### src/rtl/approx_avg_stream.sv
// approx_avg_stream: streaming approximate average over an N-sample window.
// Each accepted sample replaces the oldest window entry and updates a running
// sum. A serial scan then finds the largest entry that does not exceed the
// window mean (N*entry <= sum). The block reports (sum + N*best) >> SHIFT.
// Optional feature: define APPROX_AVG_ROUND_EN to round half-up before the
// shift and saturate the result to the output width. Otherwise the result
// is truncated.
//
// state | meaning
// ------+-------------------------------------------------------------
// IDLE  | in_ready=1, waiting for a sample
// SCAN  | one window entry per cycle, tracking the best candidate
// CALC  | register the shifted result
// OUT   | out_valid=1, Y held until out_ready
module approx_avg_stream #(
  parameter int W     = 8,
  parameter int N     = 9,
  parameter int SHIFT = 3,
  localparam int SW   = W + $clog2(N),
  localparam int OW   = SW + 1 - SHIFT
) (
  input  logic          clk,
  input  logic          reset,
  input  logic [W-1:0]  X,
  input  logic          in_valid,
  output logic          in_ready,
  output logic [OW-1:0] Y,
  output logic          out_valid,
  input  logic          out_ready,
  output logic          win_full
);

  localparam int IW = $clog2(N);
  localparam int CW = $clog2(N + 1);
  localparam logic [IW-1:0] IDX_LAST  = IW'(N - 1);
  localparam logic [CW-1:0] FILL_LAST = CW'(N - 1);
  localparam logic [SW:0]   N_EXT     = (SW + 1)'(N);

  typedef enum logic [1:0] {
    IDLE = 2'd0,
    SCAN = 2'd1,
    CALC = 2'd2,
    OUT  = 2'd3
  } state_t;

  state_t        state;
  logic [W-1:0]  win [N];
  logic [SW-1:0] sum;
  logic [W-1:0]  best;
  logic [IW-1:0] idx;
  logic [IW-1:0] ptr;
  logic [CW-1:0] fill_cnt;

  logic [SW-1:0] sum_next;
  logic [SW:0]   scan_prod;
  logic          scan_take;
  logic [SW:0]   calc_sum;
  logic [OW-1:0] y_next;

  // Running sum stays modular in SW bits; the true window sum always fits.
  assign sum_next = sum + SW'(X) - SW'(win[ptr]);

  // An entry qualifies when it is no larger than the window mean.
  assign scan_prod = N_EXT * (SW + 1)'(win[idx]);
  assign scan_take = (scan_prod <= {1'b0, sum}) && (win[idx] > best);

  assign calc_sum  = {1'b0, sum} + N_EXT * (SW + 1)'(best);

`ifdef APPROX_AVG_ROUND_EN
  localparam logic [SW+1:0] RND_HALF = (SW + 2)'(2 ** (SHIFT - 1));
  localparam logic [SW+1:0] OW_MAX   = (SW + 2)'((2 ** OW) - 1);
  logic [SW+1:0] rnd_sum;
  logic [SW+1:0] rnd_sh;

  // Round half-up, then clamp to what Y can represent.
  always_comb begin
    rnd_sum = {1'b0, calc_sum} + RND_HALF;
    rnd_sh  = rnd_sum >> SHIFT;
    if (rnd_sh > OW_MAX) begin
      y_next = '1;
    end else begin
      y_next = OW'(rnd_sh);
    end
  end
`else
  // Plain truncation of the SW+1-bit intermediate.
  always_comb begin
    y_next = OW'(calc_sum >> SHIFT);
  end
`endif

  // Sequencer: window update, serial scan, result register and handshakes.
  always_ff @(posedge clk or posedge reset) begin
    if (reset) begin
      for (int i = 0; i < N; i++) begin
        win[i] <= '0;
      end
      state     <= IDLE;
      sum       <= '0;
      best      <= '0;
      idx       <= '0;
      ptr       <= '0;
      fill_cnt  <= '0;
      Y         <= '0;
      win_full  <= 1'b0;
      out_valid <= 1'b0;
      in_ready  <= 1'b1;
    end else begin
      case (state)
        IDLE: begin
          if (in_valid) begin
            win[ptr] <= X;
            sum      <= sum_next;
            best     <= '0;
            idx      <= '0;
            ptr      <= (ptr == IDX_LAST) ? '0 : ptr + IW'(1);
            if (!win_full) begin
              fill_cnt <= fill_cnt + CW'(1);
              if (fill_cnt == FILL_LAST) begin
                win_full <= 1'b1;
              end
            end
            in_ready <= 1'b0;
            state    <= SCAN;
          end
        end
        SCAN: begin
          if (scan_take) begin
            best <= win[idx];
          end
          if (idx == IDX_LAST) begin
            state <= CALC;
          end else begin
            idx <= idx + IW'(1);
          end
        end
        CALC: begin
          Y         <= y_next;
          out_valid <= 1'b1;
          state     <= OUT;
        end
        OUT: begin
          if (out_ready) begin
            out_valid <= 1'b0;
            in_ready  <= 1'b1;
            state     <= IDLE;
          end
        end
        default: begin
          out_valid <= 1'b0;
          in_ready  <= 1'b1;
          state     <= IDLE;
        end
      endcase
    end
  end

endmodule

### config.mk
export PLATFORM = sky130hd
export DESIGN_NAME = approx_avg_stream
export DESIGN_NICKNAME = d
export VERILOG_FILES = /design/src/rtl/approx_avg_stream.sv
export SDC_FILE = /design/constraint.sdc
export NUM_CORES = 1
export LEC_CHECK = 0
export CAP_MARGIN = 10
export CORE_ASPECT_RATIO = 1.2
export CORE_MARGIN = 3
export CORE_UTILIZATION = 55
export DETAILED_ROUTE_END_ITERATION = 6
export GPL_TIMING_DRIVEN = 0
export PLACE_DENSITY = 0.72
export REMOVE_ABC_BUFFERS = 1
export SLEW_MARGIN = 10
export SYNTH_ARGS = -nofsm -noshare
export SYNTH_HDL_FRONTEND = slang
export SYNTH_SLANG_ARGS = --single-unit
### constraint.sdc
create_clock -name clk -period 7.02 [get_ports clk]
set_input_delay 1.404 -clock clk [delete_from_list [all_inputs] [get_ports clk]]
set_output_delay 1.404 -clock clk [all_outputs]
set_load 0.01 [all_outputs]
==> reports/metrics.cfg <==
[finish]
num-nets-final = 958
multi_input_area_um2 = 4860
layout-drive-gt1-share_pct = 12.9
antenna_cells = 0
final-seq-area_um2 = 2980
area_delta_synth_final_pct = 11.1
fillerInstances = 1214

[clock_network]
cts_resized = 0
root_buffer = clkbuf_16
clk-insertion-delay-late_ps = 420
path_clk_slew_ps = 60
numCtsBuffers = 17
cts_tree = done
cts.sinks = 119
htree_levels = 4
ctsLongestPathBuffers = 2
post_cts_buffers = 0
ctsHoldBuffers = 0

[drt]
initialDrtViolationCount = 391
firstDrtPassIters = 5
vias_per_cell = 5.96
vias = 6387
drcViolationCount = 0
wl_per_cell_um = 18.2
antenna_left = 0
wirelength_um = 19500

[sta]
tightest_slew_ps = 977
skew_ps = 7.68
fmax_ghz = 0.185
setup_violations = 0
setup-tns-final_ps = 0
finalCriticalPeriod_ps = 5400
hold_viol = 0
period_share_pct = 76.9
maxSlewHeadroom_pct = 34.9
rsz0062_at_grt = false
final_max_slew_viol_count = 0

[global_route]
grt_max_degree = 62
globalRouteTotalUtil_pct = 24.6
grt_antenna_before_repair = 0
grt_pass1_wl_um = 32800
grt-ovfl-total = 0
grt_pass1_vias = 6700

[synth]
synth-seq-cells = 119
synthDominantCellAreaShare_pct = 35.5
syn_avg_cell_area_um2 = 9.83
mappedNetlistArea_um2 = 8320
synth_cell_type_count = 69
synth_warnings = 0
netlist_instances = 846
synth_ff_type = dfrtp_1
async_flop_share_pct = 100
synth_edf_count = 0
synth_area_leaders = dfrtp_1 35%, ha_1 11%, mux4_2 6.0%
seq_area_frac_synth_pct = 35.8
yosysTopAreaCell = dfrtp_1

[worst_setup_path]
cp.required_ps = 7300
cp-end-kind = register
crit_type = reg -> reg
cp.arrival_ps = 5680
crit_path_start_kind = register
cp_max_fo = 21

[floorplanning]
row_count = 48
die_area_um2 = 16600
die_y_um = 141
initial_core_util_pct = 57.0
fp.dieW_um = 118
core_area_um2 = 14600
boundaryPins = 25

[hold_path]
hold_path_class = reg -> reg

[outcome]
status = finished, final reports clean

[placed_design]
io_buffers = 24
place_congestion = 0.915
hpwl_um = 14200

[run]
drv_cap = 0

worst max-delay path, cell delays in order, from the launching register on:
cell	delay [ps]
dfrtp_2	790
mux4_1	630
mux2i_1	210
o21ai_0	280
ha_1	400
ha_1	170
inv_1	50
fa_1	400
inv_1	70
a21oi_1	60
o21ai_0	250
a21o_1	180
nand2_2	50
xnor2_1	140
ha_1	310
nand4_1	200
a21oi_1	310
a211oi_4	130
a21oi_2	420
o211ai_1	180
registers in the layout (all words and copies together) (netlist names):
signal and count:
ptr 4, sum 12, out_valid 1, idx 4, state 2, win 72, Y 10, best 8
in_ready 1, fill_cnt 4, win_full 1
per-stage QoR:
stage	instances	utilization, %	area (um2)	worst slack, ps	hold slack, ps
floorplan	814	-	8160	2260	445
global placement	1038	59.3	8650	789	461
detailed placement	1039	59.5	8680	1230	466
CTS	1071	63.3	9240	1190	476
global route	1071	63.3	9250	1190	484
finish	1071	63.3	9250	1620	475
logic make-up after synthesis:
group,after synthesis,share of synthesized area [%]
adders and majority gates,88,14.5
buffers and inverters,117,5.75
xor gates and xnor gates,23,2.42
muxes,76,13.2
DFF,119,35.8
and+or+nand+nor,211,11.6
AOI/OAI and AO/OA,212,16.7
path summary, 6_finish.rpt:
check / startpoint / to / slack, ps / cells past startpoint
max: idx[0]$_DFFE_PP0P_ / best[1]$_DFFE_PP0P_ / 1620 / 19
min: fill_cnt[3]$_DFFE_PP0P_ / fill_cnt[3]$_DFFE_PP0P_ / 480 / 1
max reg2reg: idx[0]$_DFFE_PP0P_ / best[1]$_DFFE_PP0P_ / 1620 / 19
min reg2reg: fill_cnt[3]$_DFFE_PP0P_ / fill_cnt[3]$_DFFE_PP0P_ / 480 / 1
max in group asynchronous: reset / in_ready$_DFFE_PP1P_ / 4840 / 3
min in group asynchronous: reset / win[14]$_DFFE_PP0P_ / 1430 / 2
cell type report:
cell class | count | area share, %
well taps | 200 | 2.71
repair buffers | 25 | 2.90
clock inverters | 11 | 1.08
clock buffers | 21 | 4.98
flip-flops and latches | 119 | 32.3
multi-input cells | 610 | 52.6
inverters | 85 | 3.51
cells in the mapped netlist (10+ instances only):
cell and n:
o21ai_0 90, nor3_1 10, nand2_1 115, inv_1 85, dfrtp_1 118, fa_1 14
mux4_2 22, a21oi_1 37, nor2_1 38, xnor2_1 17, mux2_2 26, buf_2 13
mux2i_1 26, clkbuf_1 15, ha_1 74
layer usage:
layer | wire length (um) | GRT usage (%)
met5 | 0 | 0
met4 | 421 | 8.52
met3 | 897 | 4.61
met2 | 10300 | 44.7
met1 | 7870 | 29.0
cells in the final DEF (no fill, tap or decap), types with 4 or more instances in the layout:
cell,n
dfrtp_1,116
nand2_1,115
o21ai_0,90
inv_1,84
ha_1,74
nor2_1,38
a21oi_1,37
mux2i_1,26
mux2_2,26
clkdlybuf4s50_1,24
mux4_2,22
xnor2_1,17
clkbuf_16,17
fa_1,14
nor3_1,10
a21o_1,9
nand3_1,9
and2_1,9
a31oi_1,9
o22ai_1,9
o21a_1,7
nand4_1,7
a2111o_1,7
o211ai_1,7
xor2_1,6
o21ai_2,5
clkinv_2,4
Power is left out: the tool's default activity adds up to more than one toggle a clock period on the data nets, which glitch-free logic cannot reach.
